`config.mk`:
```
export PLATFORM = sky130hd
export DESIGN_NAME = shift_reg_serial_loader
export DESIGN_NICKNAME = d
export VERILOG_FILES = /design/src/rtl/shift_reg_serial_loader.sv
export SDC_FILE = /design/constraint.sdc
export NUM_CORES = 1
export LEC_CHECK = 0
export BUFFER_PORTS_ARGS = -buffer_cell sky130_fd_sc_hd__buf_4
export CELL_PAD_IN_SITES_DETAIL_PLACEMENT = 0
export CELL_PAD_IN_SITES_GLOBAL_PLACEMENT = 1
export CORE_UTILIZATION = 40
export CTS_BUF_LIST = sky130_fd_sc_hd__clkbuf_4 sky130_fd_sc_hd__clkbuf_8
export DETAILED_ROUTE_END_ITERATION = 12
export GPL_ROUTABILITY_DRIVEN = 0
export HOLD_SLACK_MARGIN = 0.06
export MAX_ROUTING_LAYER = met4
export PLACE_DENSITY = 0.88
export SLEW_MARGIN = 20
export SYNTH_ARGS = -nofsm -noshare
export SYNTH_HDL_FRONTEND = slang
export SYNTH_SLANG_ARGS = --single-unit
```
`constraint.sdc`:
```
create_clock -name clk -period 1.8 [get_ports clk]
set_input_delay 0.36 -clock clk [delete_from_list [all_inputs] [get_ports clk]]
set_output_delay 0.36 -clock clk [all_outputs]
set_load 0.1 [all_outputs]
```
`src/rtl/shift_reg_serial_loader.sv`:
```
// Serial MSB-first parallel-word loader with single-step right shifts and synchronous clear.
module shift_reg_serial_loader #(
    parameter int unsigned x = 5
) (
    input  logic         clk,
    input  logic         rst,
    input  logic         clr,
    input  logic         shift_en,
    input  logic         extend,
    input  logic         load,
    input  logic [x-1:0] data_in,
    output logic [x-1:0] q
);

    localparam int unsigned CW = $clog2(x + 1);

    logic [x-1:0]  hold_r;
    logic [x-1:0]  hold_nxt;
    logic [x-1:0]  q_nxt;
    logic [CW-1:0] cnt_r;
    logic [CW-1:0] cnt_nxt;
    logic          active_c;
    logic          ser_bit_c;
    logic          fill_c;

    assign active_c = (cnt_r != '0);
    assign fill_c   = extend ? q[x-1] : 1'b0;

    // Select hold[cnt-1], the next bit to enter q; loop avoids a variable-width index.
    always_comb begin
        ser_bit_c = 1'b0;
        for (int unsigned i = 0; i < x; i++) begin
            if (cnt_r == CW'(i + 1)) begin
                ser_bit_c = hold_r[i];
            end
        end
    end

    // Next-state selection in priority order: clr, load, serial step, shift, hold.
    always_comb begin
        hold_nxt = hold_r;
        q_nxt    = q;
        cnt_nxt  = cnt_r;
        if (clr) begin
            q_nxt   = '0;
            cnt_nxt = '0;
        end else if (load) begin
            hold_nxt = data_in;
            q_nxt    = '0;
            cnt_nxt  = CW'(x);
        end else if (active_c) begin
            q_nxt   = {q[x-2:0], ser_bit_c};
            cnt_nxt = cnt_r - CW'(1);
        end else if (shift_en) begin
            q_nxt = {fill_c, q[x-1:1]};
        end
    end

    // State registers with synchronous active-high reset.
    always_ff @(posedge clk) begin
        if (rst) begin
            q      <= '0;
            hold_r <= '0;
            cnt_r  <= '0;
        end else begin
            q      <= q_nxt;
            hold_r <= hold_nxt;
            cnt_r  <= cnt_nxt;
        end
    end

endmodule

```
Word level (Yosys, flattened, before mapping)
Index checks and enable logic that the tools add are counted.
- bits in registers: 13
- input bits: 11
- output and inout port bits: 5
- word-level logic and storage cells: 30
- add/sub/neg operators: 1
- equal/unequal tests: 6
- multiplexer cells: 10
- bitwise logic cells: 1
- reductions and logical operators: 7
- operators with widths (kind ; count):
    5-bit two-way mux ; 2
    3-bit by 2-bit equality test with 1-bit output (second input constant) ; 2
    3-bit equality test (second input constant) ; 2
    1-bit two-way mux ; 6
    3-bit two-way mux ; 2
    2-bit AND reduction ; 2
    2-bit nonzero test ; 2
    3-bit by 1-bit equality test with 1-bit output (second input constant) ; 1
    3-bit nonzero test ; 1
    3-bit OR reduction ; 1
    3-bit by 1-bit subtractor with 3-bit output (second input constant) ; 1
    2-bit by 1-bit != test with 1-bit output (second input constant) ; 1
    2-bit OR reduction ; 1
    1-bit inverter ; 1

Logic depth before layout (Yosys ltp)
Gate-level depths: netlist (run 1).
- depth after elaboration: 7
- gate-level depth with buffers: 6
- depth with buffers taken out: 5

Least setup slack after synthesis (run 1)
Ideal clock, no wire load.
- path kind: register to register
- start point: reg q[1]
- end point: reg q[0]
- setup time: 0.059 ns
- arrival time: 1.385 ns
- data required time: 1.741 ns
- slack: 0.357 ns
- cell stages (with the launch flop): 4
- path buffers: 0
- period minus slack after synthesis: 1.443 ns
- path through: dfxtp_1 mux2i_1 nor3_2 a31o_1
- word-level cells in the longest chain between the ends: 2
- ends and longest elaborated chain (what ; line ; text):
    start, declared ; 12 ; output logic [x-1:0] q
    start signal, assigned ; 66 ; q <= q_nxt;
    5-bit two-way mux ; 54 ; end else if (shift_en) begin
    5-bit two-way mux ; 51 ; end else if (active_c) begin
Every way passes these cells. The select of a mux whose other input is x is not followed.
A chain may end at the register's enable or synchronous reset.

Final worst setup path (run 1)
- start point: reg cnt_r[0]
- end point: reg q[2]
- word-level cells in the longest chain between the ends: 2
- elaborated cells on any way between the ends: 3
- those cells by class: mux: 1; reduce/logical: 2
- ends and longest elaborated chain (what ; line ; text):
    start, declared ; 20 ; logic [CW-1:0] cnt_r;
    start signal, assigned ; 68 ; cnt_r <= cnt_nxt;
    3-bit nonzero test (*) ; 26 ; assign active_c = (cnt_r != '0);
    5-bit two-way mux or 2-bit nonzero test (tied branches) ; n/a ;
Mark *: on every way between the ends. The rest lies on a longest branch, timed or not.

==> results of run 1 <==
-- area by class of cell --
class,count,area (um2),share of cell area
timing repair buffer,17,128,0.156
tap,16,20.0,0.0245
sequential,13,260,0.318
clock buffer,4,30.0,0.0367
multi-input combinational,52,373,0.456
inverter,2,7.51,0.00917
-- cells in the final DEF (no fill, tap or decap) --
cell,Yosys,final
inv_1,2,2
dfxtp_1,13,13
nand3_1,1,1
o211ai_1,1,1
clkbuf_4,0,4
nand2b_1,2,2
a31o_1,1,1
nand2_1,4,4
or4bb_1,1,1
nor3_2,1,1
ha_1,5,5
nor2_1,12,12
nand4b_1,1,1
a21oi_1,1,1
nor3_1,1,1
o21a_1,1,1
xnor2_1,1,1
mux2i_1,9,9
buf_4,0,17
nor2b_1,3,3
a211oi_1,5,5
or3_1,1,1
nand3b_1,1,1
-- synthesized netlist by cell type (all sizes together) --
cell type and number:
o21a 1, dfxtp 13, nor3 2, nand2b 2, buf 4, xnor2 1
or3 1, clkbuf 1, inv 2, nand4b 1, a21oi 1, a211oi 5
a31o 1, o211ai 1, nand2 4, ha 5, nand3 1, nor2b 3
or4bb 1, nor2 12, nand3b 1, mux2i 9
-- per-stage QoR --
stage | instance area, um2 | cells | hold slack [ns] | total power [uW]
2_1_floorplan | 677 | 72 | 0.438 | 390
4_1_cts | 818 | 104 | 0.268 | 614
5_1_grt | 818 | 104 | 0.260 | 644
3_3_place_gp | 788 | 100 | 0.477 | 419
6_report | 818 | 104 | 0.268 | 610
3_5_place_dp | 788 | 100 | 0.484 | 421
-- power groups by stage --
stage          logic, uW  registers, uW  clock network, uW
3_5_place_dp         107            314                  0
2_1_floorplan       63.3            326                  0
4_1_cts              108            307                198
3_3_place_gp         105            314                  0
5_1_grt              117            309                218
6_report             107            307                195
-- worst paths after layout --
| check | slack [ns] | startpoint | cells after the start | endpoint |
|---|---|---|---|---|
| worst max-delay path | 0.25 | cnt_r[0] | 6 | q[2] |
| worst min-delay path | 0.27 | clr | 2 | cnt_r[2] |
| worst max register to register | 0.25 | cnt_r[0] | 6 | q[2] |
| worst min register to register | 0.50 | q[4] | 2 | q[4] |
-- flip-flops by register name, summed over array words and instances (netlist names) --
register / cells
cnt_r: 3
q: 5
hold_r: 5
-- critical path, cell delays in order, from the launching register on --
cell	delay (ns)
dfxtp_1	0.35
inv_1	0.12
ha_1	0.22
nor2b_1	0.35
buf_4	0.20
nor2_1	0.04
a211oi_1	0.19
-- layer usage --
metal  part of all wire  global-route usage
met2               0.47               0.242
met5                  0                   -
met4                  0              0.0727
met3              0.033              0.0255
met1               0.50               0.193
-- cell families (layout without fill, tap and decap cells) --
| group | count (synthesis) | after routing | share of synthesized area |
|---|---|---|---|
| flip-flops | 13 | 13 | 0.384 |
| multiplexers | 9 | 9 | 0.133 |
| adder cells (fa/ha/maj) | 5 | 5 | 0.0924 |
| buffers and inverters | 7 | 23 | 0.0647 |
| AND/OR/NAND/NOR | 28 | 28 | 0.214 |
| XOR/XNOR | 1 | 1 | 0.0129 |
| AO/OA/AOI/OAI | 9 | 9 | 0.0980 |
==> metrics.txt, run 1 <==
drt pass-1 iters 4; syn_nets 88; critical path endpoint category register; Max-slew headroom 0.766; CTS tree done; status complete, no violations; P_sw 163 uW; core box area 1540 um2; Wirelength per Cell 11.7 um; CP Launch Type register; Inserted Diodes 0; crit path max fanout 5; Port Buffers 15; DP HPWL 936 um; die width 43.1 um; setup TNS 0 ns; Final Hold Viols 0; cts bufs inserted 3; vias in the first global route 513; DRT antenna net count 0; Chip Height 43.1 um; Via Count 527; die area 1860 um2; buffer count from post-CTS setup fixing 0; final clock skew 0.00166 ns; Mapped Area 677 um2; Worst-path clk slew 0.08 ns; number of hold buffers added after CTS 0; Yosys warnings 0; fmax 647 MHz; period utilization 0.859; post-synthesis sequential area ratio 0.384; Leak 0.000352 uW; # nets final 105; Cells after Synth 72; Filler Cell Count 158; layout cell share with drive strength beyond 1 0.250; top area cells in the synthesized netlist dfxtp_1 (38%), mux2i_1 (13%), ha_1 (9.2%), nor2_1 (6.7%), a211oi_1 (5.5%); Yosys cell types 24; vias per cell 5.07; Routed WL 1210 um; root buf cell clkbuf_4; path category of the worst min-delay check in -> reg; gr ovfl total 0; row cnt 14; area leader, netlist dfxtp_1; measured slew at the worst slew-check pin 0.350 ns; dpl ws 0.285 ns; setup violators final 0; Switching Share 0.267; worst vdd ir 0.334 mV; Layout Utilization 0.531; Ports 16; DRC violations left 0; Setup Crit Path Kind reg -> reg; Internal 447 uW; P&R area growth vs syn 20.9%; Max Slew Vio Count 0; first-pass GRT wire length 2080 um; top cell type's share of synthesized area 0.384; clock share of power 0.320; Starting Density 0.439; synthesized flop and latch total 13; combinational power share 0.176; sequential power share 0.504; worst endpoint required time 1.99 ns; worst setup margin 0.254 ns; pin count of the biggest net entering global routing 9; Max Buffers Root-to-Sink 2; initial antenna violation count 0; Tot GR Track Use 0.155; Arr. time, crit path 1.74 ns; H-tree depth 1; Clock Sinks 13; clk_lat worst skew 0.27 ns; average size of a mapped cell 9.40 um2; First DRT Iteration DRCs 5; Resized cells post-CTS 0; P per Cell Area 745 nW/um2; min Tclk post-route 1.55 ns; unrepaired setup endpoints after global routing no; max cap viols 0
Note: power is estimated with default switching activity, not from simulation.
==> inputs of run 2 (changes only) <==
--- a/config.mk
+++ b/config.mk
@@ -14,7 +14,7 @@
 export GPL_ROUTABILITY_DRIVEN = 0
 export HOLD_SLACK_MARGIN = 0.06
 export MAX_ROUTING_LAYER = met4
-export PLACE_DENSITY = 0.88
+export PLACE_DENSITY = 0.76
 export SLEW_MARGIN = 20
 export SYNTH_ARGS = -nofsm -noshare
 export SYNTH_HDL_FRONTEND = slang
==> run 2 against run 1 <==
Sequential share of layout area did not move. Largest power group unchanged. Register-to-register slack improved by 0.07 ns. Maximum frequency rose by 4.7%. Global-route usage rose by 1.0 points. Hold slack improved by 0.00074 ns. Final area did not move. Total power barely moved. Routed wire length rose by 0.41%. Critical path type unchanged.
==> metrics.txt, run 2 (synthesized netlist as in run 1, its figures left out) <==
commonest non-fill, non-tap cell in the layout buf_4; Chip Height 43.1 um (unchanged); top flop regs hold_r x5, q x5, cnt_r x3; number of hold buffers added after CTS 0 (unchanged); Inserted Diodes 0 (unchanged); Via Count 531 (+0.76%); final total power 609 uW (about the same); P&R area growth vs syn 20.9% (unchanged); CP Launch Type register; die width 43.1 um (unchanged); vias in the first global route 541 (+5.5%); row cnt 14 (unchanged); DRC violations left 0 (unchanged); first-pass GRT wire length 2190 um (+5.0%); drt pass-1 iters 4 (unchanged); Port Buffers 15 (unchanged); core box area 1540 um2 (unchanged); worst vdd ir 0.350 mV (+4.9%); clk_lat worst skew 0.28 ns (about the same); Setup Crit Path Kind reg -> reg; CTS tree done; Worst-path clk slew 0.08 ns (about the same); measured slew at the worst slew-check pin 0.285 ns (-0.0648 ns); Max-slew headroom 0.810 (+0.0437); path category of the worst min-delay check in -> reg; Multi-input gate area 373 um2 (unchanged); Wirelength per Cell 11.7 um (+0.41%); Final Hold Viols 0 (unchanged); unrepaired setup endpoints after global routing no; DRT antenna net count 0 (unchanged); crit path max fanout 4 (-1); Clock Sinks 13 (unchanged); status complete, no violations; Max Slew Vio Count 0 (unchanged); setup violators final 0 (unchanged); Arr. time, crit path 1.71 ns (-0.03 ns); sequential standard cell area 260 um2 (unchanged); layout cell share with drive strength beyond 1 0.250 (unchanged); DP HPWL 920 um (-1.7%); commonest cells after routing, fill and taps aside buf_4 (17), dfxtp_1 (13), nor2_1 (12); setup TNS 0 ns (unchanged); max cap viols 0 (unchanged); Max Buffers Root-to-Sink 2 (unchanged); Routed WL 1220 um (+0.41%); min Tclk post-route 1.48 ns (-0.0687 ns); vias per cell 5.11 (+0.76%); initial antenna violation count 0 (unchanged); # nets final 105 (unchanged); pin count of the biggest net entering global routing 9 (unchanged); gr ovfl total 0 (unchanged); period utilization 0.821 (-0.0382); Resized cells post-CTS 0 (unchanged); P per Cell Area 745 nW/um2 (about the same); fmax 677 MHz (+4.7%); worst endpoint required time 2.03 ns (+0.04 ns); die area 1860 um2 (unchanged); Starting Density 0.439 (unchanged); Leak 0.000352 uW (unchanged); H-tree depth 1 (unchanged); Tot GR Track Use 0.165 (+0.0104); buffer count from post-CTS setup fixing 0 (unchanged); cts bufs inserted 3 (unchanged); critical path endpoint category register; Ports 16 (unchanged); Filler Cell Count 160 (+1.3%); final clock skew 0.00701 ns (+0.00534 ns); First DRT Iteration DRCs 9 (+4); root buf cell clkbuf_4
run 2: cell counts in the layout (fill, tap and decap cells not counted):
No cell type changed its count.
run 2: final cells by class:
type,count,share of cell area
inverter,2,0.00917
tap,16,0.0245
sequential,13,0.318
multi-input combinational,52,0.456
timing repair buffer,17,0.156
clock buffer,4,0.0367
run 2: worst paths after layout:
path	start	endpoint	slack (ns)	cells past startpoint
worst max register to register	cnt_r[0]	q[0]	0.32	5
worst min register to register	q[4]	q[4]	0.49	2
worst min-delay path	clr	cnt_r[2]	0.27	2
worst max-delay path	cnt_r[0]	q[0]	0.32	5
run 2: worst max-delay path, stage by stage (launching register included):
cell      delay [ns]
dfxtp_1         0.39
inv_1           0.10
ha_1            0.22
or4bb_1         0.49
nand4b_1        0.10
a31o_1          0.13
run 2: report_power, final:
group | internal (uW) | switching [uW] | total (uW)
clock network | 101 | 93.5 | 195
registers | 298 | 9.16 | 308
logic | 48.5 | 58.8 | 107
run 2: through the flow:
| stage | cells | hold slack, ns | setup WS (ns) | instance area (um2) | util |
|---|---|---|---|---|---|
| floorplan | 72 | 0.438 | 0.357 | 677 | - |
| global placement | 100 | 0.479 | 0.361 | 788 | 0.511 |
| detailed placement | 100 | 0.487 | 0.339 | 788 | 0.511 |
| CTS | 104 | 0.258 | 0.317 | 818 | 0.531 |
| global route | 104 | 0.267 | 0.159 | 818 | 0.531 |
| finish | 104 | 0.269 | 0.322 | 818 | 0.531 |
run 2: metal layers:
layer	share of wire	routed length [um]	global-route usage
met1	0.50	607	0.200
met2	0.44	530	0.251
met3	0.048	59	0.0255
met4	0.017	21	0.109
met5	0	0	-
